[config.mk]
export PLATFORM = sky130hd
export DESIGN_NAME = psum_accum_wb
export DESIGN_NICKNAME = d
export VERILOG_FILES = /design/src/rtl/psum_accum_wb.sv
export SDC_FILE = /design/constraint.sdc
export NUM_CORES = 1
export LEC_CHECK = 0
export BUFFER_PORTS_ARGS = -buffer_cell sky130_fd_sc_hd__buf_2
export CORE_MARGIN = 2
export CORE_UTILIZATION = 54
export CTS_CLUSTER_DIAMETER = 150
export CTS_CLUSTER_SIZE = 30
export DETAILED_ROUTE_END_ITERATION = 10
export GPL_TIMING_DRIVEN = 0
export PLACE_DENSITY = 0.83
export REMOVE_ABC_BUFFERS = 1
export SYNTH_ARGS = -nofsm -noshare
export SYNTH_HDL_FRONTEND = slang
export SYNTH_SLANG_ARGS = --single-unit
[constraint.sdc]
create_clock -name clk -period 7.8 [get_ports clk]
set_input_delay 0.39 -clock clk [delete_from_list [all_inputs] [get_ports clk]]
set_output_delay 0.39 -clock clk [all_outputs]
set_load 0.03 [all_outputs]
[src/rtl/psum_accum_wb.sv]
// -----------------------------------------------------------------------------
// psum_accum_wb
//
// Read-modify-write accumulation stage that sits in front of the psum global
// buffer. Each accepted transaction carries X_dim signed partial sums. Lane i
// targets buffer address in_addr+i, with the address wrapping modulo
// 2^ADDR_BITWIDTH.
//   - in_first=1 : every lane overwrites its buffer word (one write per cycle).
//   - in_first=0 : every lane reads the stored word, adds the new value with
//                  saturation, and writes the result back. Each lane takes one
//                  read cycle followed by one write cycle.
//
// Ports
//   clk       in   clock; all state changes on the rising edge
//   reset     in   synchronous, active-high reset
//   in_valid  in   an input vector is present
//   in_ready  out  block is idle and can accept a vector
//   in_data   in   X_dim lanes; lane i = in_data[i*DATA_BITWIDTH +: DATA_BITWIDTH]
//   in_addr   in   buffer address of lane 0
//   in_first  in   1 = overwrite, 0 = accumulate
//   read_req  out  buffer read request
//   r_addr    out  buffer read address
//   r_data    in   buffer read data, valid in the cycle after read_req
//   write_en  out  buffer write enable
//   w_addr    out  buffer write address
//   w_data    out  buffer write data
//   vec_done  out  one-cycle pulse that accompanies the last lane's write
//   sat_flag  out  sticky flag: some accumulate saturated (cleared by reset only)
// -----------------------------------------------------------------------------
module psum_accum_wb #(
  parameter int DATA_BITWIDTH = 16,
  parameter int ADDR_BITWIDTH = 10,
  parameter int X_dim         = 3
) (
  input  logic                             clk,
  input  logic                             reset,
  input  logic                             in_valid,
  output logic                             in_ready,
  input  logic [DATA_BITWIDTH*X_dim-1:0]   in_data,
  input  logic [ADDR_BITWIDTH-1:0]         in_addr,
  input  logic                             in_first,
  output logic                             read_req,
  output logic [ADDR_BITWIDTH-1:0]         r_addr,
  input  logic [DATA_BITWIDTH-1:0]         r_data,
  output logic                             write_en,
  output logic [ADDR_BITWIDTH-1:0]         w_addr,
  output logic [DATA_BITWIDTH-1:0]         w_data,
  output logic                             vec_done,
  output logic                             sat_flag
);

  localparam int LANE_W = (X_dim > 1) ? $clog2(X_dim) : 1;
  localparam logic [LANE_W-1:0] LAST_LANE = LANE_W'(X_dim - 1);
  localparam logic [DATA_BITWIDTH-1:0] SAT_MAX = {1'b0, {(DATA_BITWIDTH-1){1'b1}}};
  localparam logic [DATA_BITWIDTH-1:0] SAT_MIN = {1'b1, {(DATA_BITWIDTH-1){1'b0}}};

  typedef enum logic [1:0] {
    IDLE = 2'd0,
    RD   = 2'd1,
    ACC  = 2'd2,
    WR   = 2'd3
  } state_t;

  state_t                           state_q, state_d;
  logic [LANE_W-1:0]                lane_q, lane_d;
  logic [ADDR_BITWIDTH-1:0]         base_q, base_d;
  logic [DATA_BITWIDTH*X_dim-1:0]   data_q, data_d;
  logic                             sat_q, sat_d;

  // Latched vector unpacked into one word per lane.
  logic [DATA_BITWIDTH-1:0] lane_vec [X_dim];

  generate
    for (genvar gi = 0; gi < X_dim; gi++) begin : g_lane_unpack
      assign lane_vec[gi] = data_q[gi*DATA_BITWIDTH +: DATA_BITWIDTH];
    end
  endgenerate

  // Select the current lane from the latched vector. The compare-mux keeps the
  // selection within X_dim entries even when X_dim is not a power of two.
  logic [DATA_BITWIDTH-1:0] lane_data;

  always_comb begin
    lane_data = '0;
    for (int i = 0; i < X_dim; i++) begin
      if (lane_q == LANE_W'(i)) begin
        lane_data = lane_vec[i];
      end
    end
  end

  // The buffer address of the current lane. The addition truncates to
  // ADDR_BITWIDTH, so the address wraps past the top of the buffer.
  logic [ADDR_BITWIDTH-1:0] lane_addr;
  logic                     last_lane;

  assign lane_addr = base_q + ADDR_BITWIDTH'(lane_q);
  assign last_lane = (lane_q == LAST_LANE);

  // Saturating add, computed one bit wider than the data. The result has
  // overflowed when the top two bits of the wide sum differ. In that case the
  // top bit gives the true sign of the sum, and so selects which rail to clamp to.
  logic [DATA_BITWIDTH:0]   sum_ext;
  logic                     sum_ovf;
  logic [DATA_BITWIDTH-1:0] sum_sat;

  assign sum_ext = {r_data[DATA_BITWIDTH-1], r_data}
                 + {lane_data[DATA_BITWIDTH-1], lane_data};
  assign sum_ovf = sum_ext[DATA_BITWIDTH] ^ sum_ext[DATA_BITWIDTH-1];
  assign sum_sat = !sum_ovf ? sum_ext[DATA_BITWIDTH-1:0]
                 : (sum_ext[DATA_BITWIDTH] ? SAT_MIN : SAT_MAX);

  // Next-state logic and output decode. All buffer-side outputs depend only on
  // the registered state. r_data reaches w_data only in ACC, and every address
  // or data output that is not in use is held at 0.
  always_comb begin
    state_d  = state_q;
    lane_d   = lane_q;
    base_d   = base_q;
    data_d   = data_q;
    sat_d    = sat_q;
    in_ready = 1'b0;
    read_req = 1'b0;
    r_addr   = '0;
    write_en = 1'b0;
    w_addr   = '0;
    w_data   = '0;
    vec_done = 1'b0;

    case (state_q)
      IDLE: begin
        in_ready = 1'b1;
        if (in_valid) begin
          data_d  = in_data;
          base_d  = in_addr;
          lane_d  = '0;
          state_d = in_first ? WR : RD;
        end
      end

      RD: begin
        read_req = 1'b1;
        r_addr   = lane_addr;
        state_d  = ACC;
      end

      ACC: begin
        write_en = 1'b1;
        w_addr   = lane_addr;
        w_data   = sum_sat;
        if (sum_ovf) begin
          sat_d = 1'b1;
        end
        if (last_lane) begin
          vec_done = 1'b1;
          state_d  = IDLE;
        end else begin
          lane_d  = lane_q + LANE_W'(1);
          state_d = RD;
        end
      end

      WR: begin
        write_en = 1'b1;
        w_addr   = lane_addr;
        w_data   = lane_data;
        if (last_lane) begin
          vec_done = 1'b1;
          state_d  = IDLE;
        end else begin
          lane_d = lane_q + LANE_W'(1);
        end
      end

      default: begin
        state_d = IDLE;
      end
    endcase
  end

  assign sat_flag = sat_q;

  // Reset discards any vector that is in flight. Because every buffer output is
  // decoded from state, no write can follow the reset edge.
  always_ff @(posedge clk) begin
    if (reset) begin
      state_q <= IDLE;
      lane_q  <= '0;
      base_q  <= '0;
      data_q  <= '0;
      sat_q   <= 1'b0;
    end else begin
      state_q <= state_d;
      lane_q  <= lane_d;
      base_q  <= base_d;
      data_q  <= data_d;
      sat_q   <= sat_d;
    end
  end

endmodule

==> impl_results.html, run 1 <==
<table>
<tr><th>Metric</th><th>Value</th></tr>
<tr><th colspan="2">Worst setup path</th></tr>
<tr><td>Required time of the critical path</td><td>7410 ps</td></tr>
<tr><td>Nature of the critical path startpoint</td><td>flop</td></tr>
<tr><td>Crit path DAT</td><td>4970 ps</td></tr>
<tr><td>Critical path startpoint</td><td>lane_q[1]</td></tr>
<tr><td>Crit Reg-Reg Startpoint</td><td>lane_q[1]</td></tr>
<tr><td>Category of the critical setup timing path</td><td>reg2out</td></tr>
<tr><td>CP cell instances</td><td>inv_1 -&gt; ha_1 -&gt; a21oi_1 -&gt; o21ai_0 -&gt; ha_1 -&gt; a211oi_1 -&gt; nor4_1 -&gt; o211a_1 -&gt; o21a_1 -&gt; o2111ai_2 -&gt; o311ai_0 -&gt; buf_2</td></tr>
<tr><td>Timing endpoint of the critical path</td><td>w_data[2]</td></tr>
<tr><td>Cell at the slowest stage of the critical path</td><td>sky130_fd_sc_hd__ha_1</td></tr>
<tr><td>Stage delay of the slowest cell on the critical path</td><td>890 ps</td></tr>
<tr><td>CP delay by family, top</td><td>compound AO/OA/AOI/OAI gates</td></tr>
<tr><td>Count of buffer and inverter cells on the critical path</td><td>2</td></tr>
<tr><td>Register-to-register setup slack</td><td>3510 ps</td></tr>
<tr><td>Maximum fanout count along the critical path</td><td>32</td></tr>
<tr><td>Capturing point of the worst reg2reg path</td><td>sat_flag</td></tr>
<tr><td>Total stage count of the critical path</td><td>12</td></tr>
<tr><td>Worst path most repeated cell</td><td>sky130_fd_sc_hd__ha_1</td></tr>
<tr><td>Cell count of the worst reg-to-reg path</td><td>13</td></tr>
<tr><td>Endpoint kind of the worst setup timing path</td><td>output pin</td></tr>
<tr><th colspan="2">Floorplanning</th></tr>
<tr><td>Number of primary I/O pins</td><td>119</td></tr>
<tr><td>Total die area</td><td>8090 sq um</td></tr>
<tr><td>Die Span Y</td><td>90.0 um</td></tr>
<tr><td>Number of standard-cell rows in the floorplan</td><td>31</td></tr>
<tr><td>Starting density of the core</td><td>55.3%</td></tr>
<tr><td>Core region area</td><td>7210 sq um</td></tr>
<tr><td>Die outline width</td><td>90.0 um</td></tr>
<tr><th colspan="2">Synth</th></tr>
<tr><td>Largest family of logic cells by synthesized area</td><td>simple AND/OR/NAND/NOR gates</td></tr>
<tr><td>Dominant cell type by area after synthesis</td><td>sky130_fd_sc_hd__dfxtp_1</td></tr>
<tr><td>Post-synthesis sequential area ratio</td><td>31.6%</td></tr>
<tr><td>Gate count after technology mapping</td><td>580</td></tr>
<tr><td>Fraction of synthesized area in multiplexers</td><td>0%</td></tr>
<tr><td>Simple-Gate Fraction of Synth Area</td><td>28.0%</td></tr>
<tr><td>Summed instance area of the synthesized netlist</td><td>3990 sq um</td></tr>
<tr><td>Cell variety after synth</td><td>47</td></tr>
<tr><td>Most instantiated cells after synthesis</td><td>sky130_fd_sc_hd__nand2_1 (177), sky130_fd_sc_hd__a21oi_1 (92), sky130_fd_sc_hd__dfxtp_1 (63)</td></tr>
<tr><td>XOR/XNOR share of the synthesized area</td><td>4.17%</td></tr>
<tr><td>Avg Cell Area, Syn</td><td>6.88 sq um</td></tr>
<tr><td>Main area contributors after synthesis</td><td>sky130_fd_sc_hd__dfxtp_1 (32%), sky130_fd_sc_hd__nand2_1 (17%), sky130_fd_sc_hd__a21oi_1 (12%)</td></tr>
<tr><td>Count leader, synth</td><td>sky130_fd_sc_hd__nand2_1</td></tr>
<tr><td>Share of synthesized cell area in full adder, half adder and majority cells</td><td>7.59%</td></tr>
<tr><td>Ys async rst share</td><td>0%</td></tr>
<tr><td>Most used DFF post-synth</td><td>sky130_fd_sc_hd__dfxtp_1</td></tr>
<tr><td>Yosys Warn Count</td><td>0</td></tr>
<tr><td>Area fraction of the dominant cell type after synthesis</td><td>31.6%</td></tr>
<tr><td>Complex-gate fraction of the synthesized area</td><td>23.6%</td></tr>
<tr><td>Number of flops mapped to enable cells by yosys</td><td>0</td></tr>
<tr><td>Flops &amp; latches, synth</td><td>63</td></tr>
<tr><th colspan="2">Clock network</th></tr>
<tr><td>Post-cts sizing count</td><td>0</td></tr>
<tr><td>Sink Count</td><td>63</td></tr>
<tr><td>Worst-path clk slew</td><td>70 ps</td></tr>
<tr><td>Post-CTS setup buffer count</td><td>0</td></tr>
<tr><td>Hold-fix buffers, CTS</td><td>0</td></tr>
<tr><td>Maximum buffer depth of the clock tree</td><td>2</td></tr>
<tr><td>Deepest level of the CTS H-tree</td><td>3</td></tr>
<tr><td>Number of CTS-inserted buffers</td><td>9</td></tr>
<tr><td>Clock root buffer</td><td>sky130_fd_sc_hd__clkbuf_8</td></tr>
<tr><td>TritonCTS clock tree</td><td>done</td></tr>
<tr><td>Clock insertion delay at the later pin of the skew report</td><td>340 ps</td></tr>
<tr><th colspan="2">Drt</th></tr>
<tr><td>Total Routed Length</td><td>10.4 mm</td></tr>
<tr><td>Antenna-violating nets left</td><td>0</td></tr>
<tr><td>Starting DRC count in detailed routing</td><td>227</td></tr>
<tr><td>Vias post-DR</td><td>4,251</td></tr>
<tr><td>Vias per inst</td><td>5.48</td></tr>
<tr><td>Per-cell routed wire length</td><td>13.4 um</td></tr>
<tr><td>First-pass iteration count of the detailed router</td><td>4</td></tr>
<tr><td>Drc violations</td><td>0</td></tr>
<tr><th colspan="2">Power and ir drop</th></tr>
<tr><td>Maximum vdd ir drop</td><td>0.157 mV</td></tr>
<tr><td>PnR Total Power</td><td>963 uW</td></tr>
<tr><td>Leakage</td><td>2.10 nW</td></tr>
<tr><td>Cell Pwr Density</td><td>201 nW/um^2</td></tr>
<tr><th colspan="2">Place</th></tr>
<tr><td>Estimated wirelength of the detail-placed design</td><td>7.44 mm</td></tr>
<tr><td>Setup Slack @ Placement</td><td>2910 ps</td></tr>
<tr><td>Placed Instance Area</td><td>4590 sq um</td></tr>
<tr><td>Last weighted congestion value of the routability-driven placer</td><td>0.928</td></tr>
<tr><td>Buffers added on ports</td><td>118</td></tr>
<tr><th colspan="2">STA</th></tr>
<tr><td>Shortest clock period the worst path allows after layout</td><td>5360 ps</td></tr>
<tr><td>Total Neg Setup Slack</td><td>0 ps</td></tr>
<tr><td>Post-layout worst setup margin</td><td>2440 ps</td></tr>
<tr><td>Final worst-path cycle share</td><td>68.7%</td></tr>
<tr><td>Worst-margin pin slew</td><td>1130 ps</td></tr>
<tr><td>Endpoints failing setup</td><td>0</td></tr>
<tr><td>Worst rel slew slack</td><td>24.6%</td></tr>
<tr><td>Final clock skew</td><td>7.26 ps</td></tr>
<tr><td>Final hold vios</td><td>0</td></tr>
<tr><td>Maximum clock rate</td><td>187 MHz</td></tr>
<tr><td>Total count of max-transition violations in the final report</td><td>0</td></tr>
<tr><td>Unrepaired setup endpoints after global routing</td><td>false</td></tr>
<tr><td>Hold Slack</td><td>282 ps</td></tr>
<tr><th colspan="2">Final layout</th></tr>
<tr><td>NumNets Final</td><td>773</td></tr>
<tr><td>Inserted Diodes</td><td>0</td></tr>
<tr><td>Share of cells above drive strength 1</td><td>20.7%</td></tr>
<tr><td>Area overhead of the layout relative to synthesis</td><td>20.3%</td></tr>
<tr><td>Area of all placed cells without fillers</td><td>4800 sq um</td></tr>
<tr><td>Filler cell count</td><td>670</td></tr>
<tr><th colspan="2">Global route</th></tr>
<tr><td>Global-route wire length before repair</td><td>17.4 mm</td></tr>
<tr><td>Maximum number of pins on one net before global-route repair</td><td>64</td></tr>
<tr><td>Vias in the first global route</td><td>3,979</td></tr>
<tr><td>Initial antenna violation count</td><td>0</td></tr>
<tr><td>Grt ovf</td><td>0</td></tr>
<tr><td>GR Util All Layers</td><td>25.6%</td></tr>
<tr><th colspan="2">Hold path</th></tr>
<tr><td>Tightest Hold Check Type</td><td>in2reg</td></tr>
<tr><th colspan="2">Flow run</th></tr>
<tr><td>Number of max-capacitance violations reported</td><td>0</td></tr>
<tr><th colspan="2">Status</th></tr>
<tr><td>Status</td><td>complete, no violations</td></tr>
</table>
-- power by group --
| part | switching (mW) | leakage (nW) | total, mW | internal, mW |
|---|---|---|---|---|
| clock network | 0.121 | 0.109 | 0.294 | 0.173 |
| logic | 0.195 | 1.47 | 0.304 | 0.109 |
| registers | 0.0189 | 0.516 | 0.366 | 0.347 |
-- layout make-up --
type	instances	area [sq um]	area share, %
multi-input cells	466	2530	52.7
clock buffers	13	169	3.52
flip-flops and latches	63	1260	26.3
repair buffers	120	631	13.1
clock inverters	3	40.0	0.834
well taps	99	124	2.58
inverters	12	45.0	0.938
-- state kept, by name, indices dropped and copies added (netlist names) --
name      cells
data_q       48
lane_q        2
state_q       2
sat_flag      1
base_q       10
-- per-layer routing --
| layer | GRT usage, % | vias up | part of all wire, % |
|---|---|---|---|
| met3 | 3.60 | 24 | 4.9 |
| met5 | 0 | - | 0 |
| met2 | 45.0 | 124 | 49 |
| met1 | 31.1 | 1949 | 43 |
| met4 | 11.5 | 0 | 2.4 |
| li1 | - | 2154 | - |
-- cells by family (layout without fill, tap and decap cells) --
logic type	count (synthesis)	after routing
flops	63	63
simple gates	266	266
buf+inv	51	148
fa+ha+maj	23	23
compound gates	158	158
xor+xnor	19	19
-- through the flow --
step | instances | utilization [%]
after global placement | 758 | 63.0
after global routing | 776 | 66.5
final | 776 | 66.5
after detailed placement | 760 | 63.6
after CTS | 776 | 66.5
after floorplan | 541 | -
-- worst register-to-register path: stages (launching register included) --
cell and delay, ps:
sky130_fd_sc_hd__dfxtp_1 370, sky130_fd_sc_hd__inv_1 100, sky130_fd_sc_hd__ha_1 890, sky130_fd_sc_hd__a21oi_1 170
sky130_fd_sc_hd__o21ai_0 380, sky130_fd_sc_hd__ha_1 270, sky130_fd_sc_hd__inv_1 60, sky130_fd_sc_hd__fa_1 400
sky130_fd_sc_hd__nand2b_1 180, sky130_fd_sc_hd__a21oi_1 270, sky130_fd_sc_hd__o21ai_1 210, sky130_fd_sc_hd__o211ai_2 320
sky130_fd_sc_hd__o21ai_2 260, sky130_fd_sc_hd__o31a_1 300
-- cells in the final DEF (no fill, tap or decap), types with 12 or more instances in the layout --
master,count
sky130_fd_sc_hd__a21oi_1,92
sky130_fd_sc_hd__buf_2,118
sky130_fd_sc_hd__clkbuf_8,12
sky130_fd_sc_hd__dfxtp_1,63
sky130_fd_sc_hd__ha_1,21
sky130_fd_sc_hd__inv_1,12
sky130_fd_sc_hd__nand2_1,176
sky130_fd_sc_hd__nand3_1,12
sky130_fd_sc_hd__nor2_1,35
sky130_fd_sc_hd__o21ai_0,23
-- worst min path at each step --
stage	from	to	cells past startpoint
after global placement	data_q[43]	data_q[43]	2
after detailed placement	data_q[44]	data_q[44]	2
after CTS	in_data[34]	data_q[34]	3
after global routing	in_data[47]	data_q[47]	3
after floorplan	data_q[0]	data_q[0]	2
final	in_data[34]	data_q[34]	3
Power figures use the tool's default switching activity.
==> run 2, diff against run 1 <==
- CORE_UTILIZATION: 54 -> 47
- PLACE_DENSITY: 0.83 -> 0.77
- clock period: 7.8 -> 4.6 ns (I/O delays scaled with it)
==> run 2 against run 1 <==
Clock power is 57% higher. Non-clock buffer count grew 5. Sequential power rose by 70%. Flip-flop and latch count did not move. Die area up 14%. Clock-buffer cell count decreased by 1. Combinational power rose by 80%. Critical path type unchanged. Highest routed layer unchanged.
==> impl_results.html, run 2 (same netlist as run 1, synthesis figures left out) <==
<table>
<tr><th>Metric</th><th>Value</th></tr>
<tr><th colspan="2">Drt</th></tr>
<tr><td>Drc violations</td><td>0</td></tr>
<tr><td>Vias post-DR</td><td>4,187</td></tr>
<tr><td>Antenna-violating nets left</td><td>0</td></tr>
<tr><td>Total Routed Length</td><td>10.6 mm</td></tr>
<tr><td>Vias per inst</td><td>5.33</td></tr>
<tr><td>Per-cell routed wire length</td><td>13.5 um</td></tr>
<tr><td>First-pass iteration count of the detailed router</td><td>5</td></tr>
<tr><td>Starting DRC count in detailed routing</td><td>248</td></tr>
<tr><th colspan="2">STA</th></tr>
<tr><td>Worst-margin pin slew</td><td>1140 ps</td></tr>
<tr><td>Worst rel slew slack</td><td>23.7%</td></tr>
<tr><td>Post-layout worst setup margin</td><td>265 ps</td></tr>
<tr><td>Endpoints failing setup</td><td>0</td></tr>
<tr><td>Final worst-path cycle share</td><td>94.2%</td></tr>
<tr><td>Shortest clock period the worst path allows after layout</td><td>4330 ps</td></tr>
<tr><td>Total count of max-transition violations in the final report</td><td>0</td></tr>
<tr><td>Hold Slack</td><td>129 ps</td></tr>
<tr><td>Final hold vios</td><td>0</td></tr>
<tr><td>Maximum clock rate</td><td>231 MHz</td></tr>
<tr><td>Final clock skew</td><td>6.73 ps</td></tr>
<tr><td>Unrepaired setup endpoints after global routing</td><td>false</td></tr>
<tr><th colspan="2">Place</th></tr>
<tr><td>Buffers added on ports</td><td>118</td></tr>
<tr><td>Estimated wirelength of the detail-placed design</td><td>7.50 mm</td></tr>
<tr><td>Setup Slack @ Placement</td><td>-205 ps</td></tr>
<tr><td>Last weighted congestion value of the routability-driven placer</td><td>0.938</td></tr>
<tr><th colspan="2">Final layout</th></tr>
<tr><td>NumNets Final</td><td>779</td></tr>
<tr><td>Share of cells above drive strength 1</td><td>21.9%</td></tr>
<tr><td>Filler cell count</td><td>766</td></tr>
<tr><td>Area overhead of the layout relative to synthesis</td><td>22.9%</td></tr>
<tr><td>Registers with the most flip-flops</td><td>data_q x48, base_q x10</td></tr>
<tr><td>Most common library cell in the layout ignoring fill and taps</td><td>sky130_fd_sc_hd__nand2_1</td></tr>
<tr><td>Inserted Diodes</td><td>0</td></tr>
<tr><td>Max FFs per register</td><td>48</td></tr>
<tr><td>Commonest non-fill, non-tap cells in the layout</td><td>sky130_fd_sc_hd__nand2_1 (176), sky130_fd_sc_hd__buf_2 (117), sky130_fd_sc_hd__a21oi_1 (92)</td></tr>
<tr><td>Register name with the most flops</td><td>data_q</td></tr>
<tr><th colspan="2">Power and ir drop</th></tr>
<tr><td>PnR Total Power</td><td>1.63 mW</td></tr>
<tr><td>Leakage</td><td>2.12 nW</td></tr>
<tr><td>Cell Pwr Density</td><td>332 nW/um^2</td></tr>
<tr><td>Maximum vdd ir drop</td><td>0.222 mV</td></tr>
<tr><th colspan="2">Status</th></tr>
<tr><td>Status</td><td>complete, no violations</td></tr>
<tr><th colspan="2">Floorplanning</th></tr>
<tr><td>Starting density of the core</td><td>48.6%</td></tr>
<tr><td>Number of primary I/O pins</td><td>119</td></tr>
<tr><td>Number of standard-cell rows in the floorplan</td><td>33</td></tr>
<tr><td>Die Span Y</td><td>96.2 um</td></tr>
<tr><td>Core region area</td><td>8220 sq um</td></tr>
<tr><td>Total die area</td><td>9250 sq um</td></tr>
<tr><td>Die outline width</td><td>96.2 um</td></tr>
<tr><th colspan="2">Clock network</th></tr>
<tr><td>Number of CTS-inserted buffers</td><td>9</td></tr>
<tr><td>Clock root buffer</td><td>sky130_fd_sc_hd__clkbuf_8</td></tr>
<tr><td>Maximum buffer depth of the clock tree</td><td>2</td></tr>
<tr><td>Worst-path clk slew</td><td>70 ps</td></tr>
<tr><td>TritonCTS clock tree</td><td>done</td></tr>
<tr><td>Deepest level of the CTS H-tree</td><td>3</td></tr>
<tr><td>Clock insertion delay at the later pin of the skew report</td><td>330 ps</td></tr>
<tr><td>Sink Count</td><td>63</td></tr>
<tr><td>Hold-fix buffers, CTS</td><td>0</td></tr>
<tr><th colspan="2">Hold path</th></tr>
<tr><td>Tightest Hold Check Type</td><td>in2reg</td></tr>
<tr><th colspan="2">Worst setup path</th></tr>
<tr><td>Required time of the critical path</td><td>4370 ps</td></tr>
<tr><td>Maximum fanout count along the critical path</td><td>32</td></tr>
<tr><td>Crit path DAT</td><td>4100 ps</td></tr>
<tr><td>Endpoint kind of the worst setup timing path</td><td>output pin</td></tr>
<tr><td>Nature of the critical path startpoint</td><td>flop</td></tr>
<tr><td>Category of the critical setup timing path</td><td>reg2out</td></tr>
<tr><th colspan="2">Global route</th></tr>
<tr><td>Vias in the first global route</td><td>3,698</td></tr>
<tr><td>GR Util All Layers</td><td>22.2%</td></tr>
<tr><td>Initial antenna violation count</td><td>0</td></tr>
<tr><td>Global-route wire length before repair</td><td>16.5 mm</td></tr>
<tr><td>Maximum number of pins on one net before global-route repair</td><td>64</td></tr>
<tr><td>Grt ovf</td><td>0</td></tr>
<tr><th colspan="2">Flow run</th></tr>
<tr><td>Number of max-capacitance violations reported</td><td>0</td></tr>
</table>
==> run 2: where the power goes <==
group          internal (mW)  switching (mW)  total, mW  leakage [nW]
logic                  0.203           0.345      0.548          1.50
registers              0.589          0.0337      0.622         0.517
clock network          0.271           0.190      0.461        0.0944
total                   1.06           0.569       1.63          2.12
==> run 2: per-stage QoR <==
stage / utilization, % / instance area [sq um] / std cells / TNS, ps
2_1_floorplan: - / 3830 / 541 / 0
3_3_place_gp: 55.4 / 4550 / 764 / -1250
3_5_place_dp: 56.0 / 4600 / 766 / -2190
4_1_cts: 58.9 / 4840 / 781 / 0
5_1_grt: 59.7 / 4910 / 785 / 0
6_report: 59.7 / 4910 / 785 / 0
==> run 2: worst paths after layout <==
kind | start | end | slack [ps] | cells past startpoint
max | lane_q[1] | w_data[13] | 270 | 12
min reg2reg | data_q[35] | data_q[35] | 460 | 2
max reg2reg | lane_q[1] | sat_flag | 1020 | 11
min | in_addr[0] | base_q[0] | 130 | 3
==> run 2: layer usage <==
layer	part of all wire (%)	wire (um)	vias up	global-route usage [%]
met1	44	4680	1878	29.2
met3	7.3	778	2	3.21
met5	0	0	-	0
met4	0.075	8	0	6.07
met2	49	5170	138	37.8
li1	-	-	2169	-
==> run 2: repair_timing <==
action | 4_1_cts | 5_1_grt
setup endpoints to repair | 15 | 15
hold endpoints to repair | 0 | 0
resized for setup | 6 | 9
pin swaps | 1 | 3
setup buffers | 2 | 3
gates cloned | 0 | 1
==> run 2: final cells by class <==
type                    instances  area (sq um)  area share, %
repair buffers                125           671           13.7
flip-flops and latches         63          1260           25.7
clock inverters                 1          30.0          0.612
multi-input cells             467          2610           53.2
inverters                      12          45.0          0.918
well taps                     105           131           2.68
clock buffers                  12           155           3.16
==> run 2: worst max-delay path, stage by stage (launching register included) <==
cell and delay (ps):
sky130_fd_sc_hd__dfxtp_2 370, sky130_fd_sc_hd__inv_1 160, sky130_fd_sc_hd__ha_4 380, sky130_fd_sc_hd__a21oi_1 130
sky130_fd_sc_hd__o21ai_0 410, sky130_fd_sc_hd__ha_1 400, sky130_fd_sc_hd__a21o_1 220, sky130_fd_sc_hd__a31o_1 240
sky130_fd_sc_hd__a311o_1 410, sky130_fd_sc_hd__nor3_2 330, sky130_fd_sc_hd__o2111ai_4 240, sky130_fd_sc_hd__o211ai_1 240
sky130_fd_sc_hd__clkbuf_4 250
==> run 3, diff against run 2 <==
==> constraint.sdc (replaced) <==
create_clock -name clk -period 4.6 [get_ports clk]
set_input_delay 0.23 -clock clk [delete_from_list [all_inputs] [get_ports clk]]
set_output_delay 0.23 -clock clk [all_outputs]
set_load 0.01 [all_outputs]
==> run 3 against run 2 <==
Register-to-register slack better by 50 ps. Largest cell class unchanged. Sequential power barely moved. First-iteration DRC count increased by 10%. Die area stayed put. Final cell count decreased by 0.64%. Flip-flop and latch count unchanged. Non-clock buffer count fell by 4. Clock skew about the same. Critical path type unchanged.
==> impl_results.html, run 3 (same netlist as run 1, synthesis figures left out) <==
<table>
<tr><th>Metric</th><th>Value</th></tr>
<tr><th colspan="2">Worst setup path</th></tr>
<tr><td>Capturing point of the worst reg2reg path</td><td>sat_flag</td></tr>
<tr><td>Cell at the slowest stage of the critical path</td><td>sky130_fd_sc_hd__fa_1</td></tr>
<tr><td>CP cell instances</td><td>inv_1 -&gt; ha_4 -&gt; nand2_1 -&gt; nor2_1 -&gt; a21oi_1 -&gt; o21ai_1 -&gt; ha_1 -&gt; inv_1 -&gt; fa_1 -&gt; nand2b_1 -&gt; a21oi_1 -&gt; o21ai_1 -&gt; o211ai_2 -&gt; buf_4 -&gt; o2111ai_4 -&gt; o311ai_0 -&gt; buf_2</td></tr>
<tr><td>Critical path startpoint</td><td>lane_q[0]</td></tr>
<tr><td>Nature of the critical path startpoint</td><td>flop</td></tr>
<tr><td>Required time of the critical path</td><td>4370 ps</td></tr>
<tr><td>Crit path DAT</td><td>4090 ps</td></tr>
<tr><td>Crit Reg-Reg Startpoint</td><td>lane_q[0]</td></tr>
<tr><td>Endpoint kind of the worst setup timing path</td><td>output pin</td></tr>
<tr><td>Total stage count of the critical path</td><td>17</td></tr>
<tr><td>Register-to-register setup slack</td><td>1070 ps</td></tr>
<tr><td>Count of buffer and inverter cells on the critical path</td><td>4</td></tr>
<tr><td>CP delay by family, top</td><td>compound AO/OA/AOI/OAI gates</td></tr>
<tr><td>Maximum fanout count along the critical path</td><td>16</td></tr>
<tr><td>Cell count of the worst reg-to-reg path</td><td>14</td></tr>
<tr><td>Stage delay of the slowest cell on the critical path</td><td>400 ps</td></tr>
<tr><td>Timing endpoint of the critical path</td><td>w_data[0]</td></tr>
<tr><td>Category of the critical setup timing path</td><td>reg2out</td></tr>
<tr><th colspan="2">Global route</th></tr>
<tr><td>Global-route wire length before repair</td><td>16.4 mm</td></tr>
<tr><td>Maximum number of pins on one net before global-route repair</td><td>64</td></tr>
<tr><td>GR Util All Layers</td><td>22.1%</td></tr>
<tr><td>Vias in the first global route</td><td>3,680</td></tr>
<tr><td>Initial antenna violation count</td><td>0</td></tr>
<tr><td>Grt ovf</td><td>0</td></tr>
<tr><th colspan="2">Power and ir drop</th></tr>
<tr><td>Cell Pwr Density</td><td>322 nW/um^2</td></tr>
<tr><td>Internal portion of total power</td><td>1.05 mW</td></tr>
<tr><td>Clock power share</td><td>29.7%</td></tr>
<tr><td>Gate power share</td><td>30.6%</td></tr>
<tr><td>Leakage</td><td>2.10 nW</td></tr>
<tr><td>Switching pwr</td><td>511 uW</td></tr>
<tr><td>Maximum vdd ir drop</td><td>0.221 mV</td></tr>
<tr><td>Switching share of power</td><td>32.7%</td></tr>
<tr><td>Reg power frac</td><td>39.7%</td></tr>
<tr><th colspan="2">STA</th></tr>
<tr><td>Final worst-path cycle share</td><td>93.8%</td></tr>
<tr><td>Post-layout worst setup margin</td><td>284 ps</td></tr>
<tr><td>Maximum clock rate</td><td>232 MHz</td></tr>
<tr><td>Shortest clock period the worst path allows after layout</td><td>4320 ps</td></tr>
<tr><td>Unrepaired setup endpoints after global routing</td><td>false</td></tr>
<tr><td>Worst-margin pin slew</td><td>1140 ps</td></tr>
<tr><td>Worst rel slew slack</td><td>24.2%</td></tr>
<tr><td>Total Neg Setup Slack</td><td>0 ps</td></tr>
<tr><td>Final clock skew</td><td>7.16 ps</td></tr>
<tr><td>Total count of max-transition violations in the final report</td><td>0</td></tr>
<tr><td>Final hold vios</td><td>0</td></tr>
<tr><td>Endpoints failing setup</td><td>0</td></tr>
<tr><th colspan="2">Status</th></tr>
<tr><td>Status</td><td>complete, no violations</td></tr>
<tr><th colspan="2">Clock network</th></tr>
<tr><td>Worst-path clk slew</td><td>70 ps</td></tr>
<tr><td>Clock insertion delay at the later pin of the skew report</td><td>340 ps</td></tr>
<tr><td>Clock root buffer</td><td>sky130_fd_sc_hd__clkbuf_8</td></tr>
<tr><td>Number of CTS-inserted buffers</td><td>9</td></tr>
<tr><td>Sink Count</td><td>63</td></tr>
<tr><td>Deepest level of the CTS H-tree</td><td>3</td></tr>
<tr><td>Maximum buffer depth of the clock tree</td><td>2</td></tr>
<tr><td>Hold-fix buffers, CTS</td><td>0</td></tr>
<tr><td>TritonCTS clock tree</td><td>done</td></tr>
<tr><th colspan="2">Drt</th></tr>
<tr><td>First-pass iteration count of the detailed router</td><td>5</td></tr>
<tr><td>Total Routed Length</td><td>10.5 mm</td></tr>
<tr><td>Drc violations</td><td>0</td></tr>
<tr><td>Vias per inst</td><td>5.37</td></tr>
<tr><td>Starting DRC count in detailed routing</td><td>273</td></tr>
<tr><td>Vias post-DR</td><td>4,185</td></tr>
<tr><td>Antenna-violating nets left</td><td>0</td></tr>
<tr><td>Per-cell routed wire length</td><td>13.5 um</td></tr>
<tr><th colspan="2">Final layout</th></tr>
<tr><td>Inserted Diodes</td><td>0</td></tr>
<tr><td>NumNets Final</td><td>774</td></tr>
<tr><td>Max FFs per register</td><td>48</td></tr>
<tr><td>Commonest non-fill, non-tap cells in the layout</td><td>sky130_fd_sc_hd__nand2_1 (176), sky130_fd_sc_hd__buf_2 (118), sky130_fd_sc_hd__a21oi_1 (92)</td></tr>
<tr><td>Filler cell count</td><td>769</td></tr>
<tr><td>Area overhead of the layout relative to synthesis</td><td>21.6%</td></tr>
<tr><td>Share of cells above drive strength 1</td><td>21.2%</td></tr>
<tr><td>Registers with the most flip-flops</td><td>data_q x48, base_q x10</td></tr>
<tr><td>Register name with the most flops</td><td>data_q</td></tr>
<tr><td>Most common library cell in the layout ignoring fill and taps</td><td>sky130_fd_sc_hd__nand2_1</td></tr>
<tr><th colspan="2">Flow run</th></tr>
<tr><td>Number of max-capacitance violations reported</td><td>0</td></tr>
<tr><th colspan="2">Floorplanning</th></tr>
<tr><td>Die Span Y</td><td>96.2 um</td></tr>
<tr><td>Starting density of the core</td><td>48.6%</td></tr>
<tr><td>Total die area</td><td>9250 sq um</td></tr>
<tr><td>Number of standard-cell rows in the floorplan</td><td>33</td></tr>
<tr><td>Number of primary I/O pins</td><td>119</td></tr>
<tr><td>Die outline width</td><td>96.2 um</td></tr>
<tr><td>Core region area</td><td>8220 sq um</td></tr>
<tr><th colspan="2">Place</th></tr>
<tr><td>Setup Slack @ Placement</td><td>-148 ps</td></tr>
<tr><td>Last weighted congestion value of the routability-driven placer</td><td>0.938</td></tr>
<tr><td>Estimated wirelength of the detail-placed design</td><td>7.50 mm</td></tr>
<tr><td>Buffers added on ports</td><td>118</td></tr>
<tr><th colspan="2">Hold path</th></tr>
<tr><td>Tightest Hold Check Type</td><td>in2reg</td></tr>
<tr><td>Hold Crit Depth</td><td>3</td></tr>
</table>
## run 3: worst min-delay path, cell delays in order
cell	delay [ps]
sky130_fd_sc_hd__buf_2	90
sky130_fd_sc_hd__nand2_1	40
sky130_fd_sc_hd__a21oi_1	50
## run 3: cell type report
cell class / count / area, sq um / share of cell area, %
Clock buffer: 12 / 155 / 3.20
Clock inverter: 1 / 30.0 / 0.619
Inverter: 12 / 45.0 / 0.928
Multi-Input combinational cell: 466 / 2590 / 53.4
Sequential cell: 63 / 1260 / 26.0
Tap cell: 105 / 131 / 2.71
Timing Repair Buffer: 121 / 638 / 13.1
## run 3: worst min path at each step
| stage | from | to | slack [ps] |
|---|---|---|---|
| after floorplan | reset | base_q[0] | 300 |
| after global placement | data_q[45] | data_q[45] | 440 |
| after detailed placement | data_q[38] | data_q[38] | 450 |
| after CTS | in_data[1] | data_q[1] | 120 |
| after global routing | in_data[27] | data_q[27] | 140 |
| final | in_addr[0] | base_q[0] | 130 |
## run 3: power by group through the flow
stage	combinational, mW	clock, mW	sequential (mW)
detailed placement	0.459	0	0.631
global placement	0.442	0	0.629
floorplan	0.304	0	0.624
CTS	0.469	0.471	0.621
global route	0.534	0.494	0.627
finish	0.478	0.464	0.621
## run 3: per-stage QoR
| step | cells | total power, mW | util, % | cell area, sq um | hold WS (ps) |
|---|---|---|---|---|---|
| 6_report | 780 | 1.56 | 59.1 | 4850 | 126 |
| 5_1_grt | 780 | 1.66 | 59.1 | 4850 | 140 |
| 4_1_cts | 779 | 1.56 | 58.7 | 4820 | 121 |
| 3_5_place_dp | 766 | 1.09 | 56.0 | 4600 | 447 |
| 3_3_place_gp | 764 | 1.07 | 55.4 | 4550 | 443 |
| 2_1_floorplan | 541 | 0.928 | - | 3830 | 299 |
## run 3: per-layer routing
layer | GRT usage, % | part of all wire (%)
met5 | 0 | 0
met4 | 6.07 | 0.78
met3 | 3.21 | 5.9
met2 | 37.4 | 48
met1 | 29.3 | 45
## run 3: repair_timing
item	4_1_cts	5_1_grt
endpoints found under the setup margin	15	15
resized for setup	6	8
hold endpoints to repair	0	0
setup buffers	0	1
pin swaps	1	1
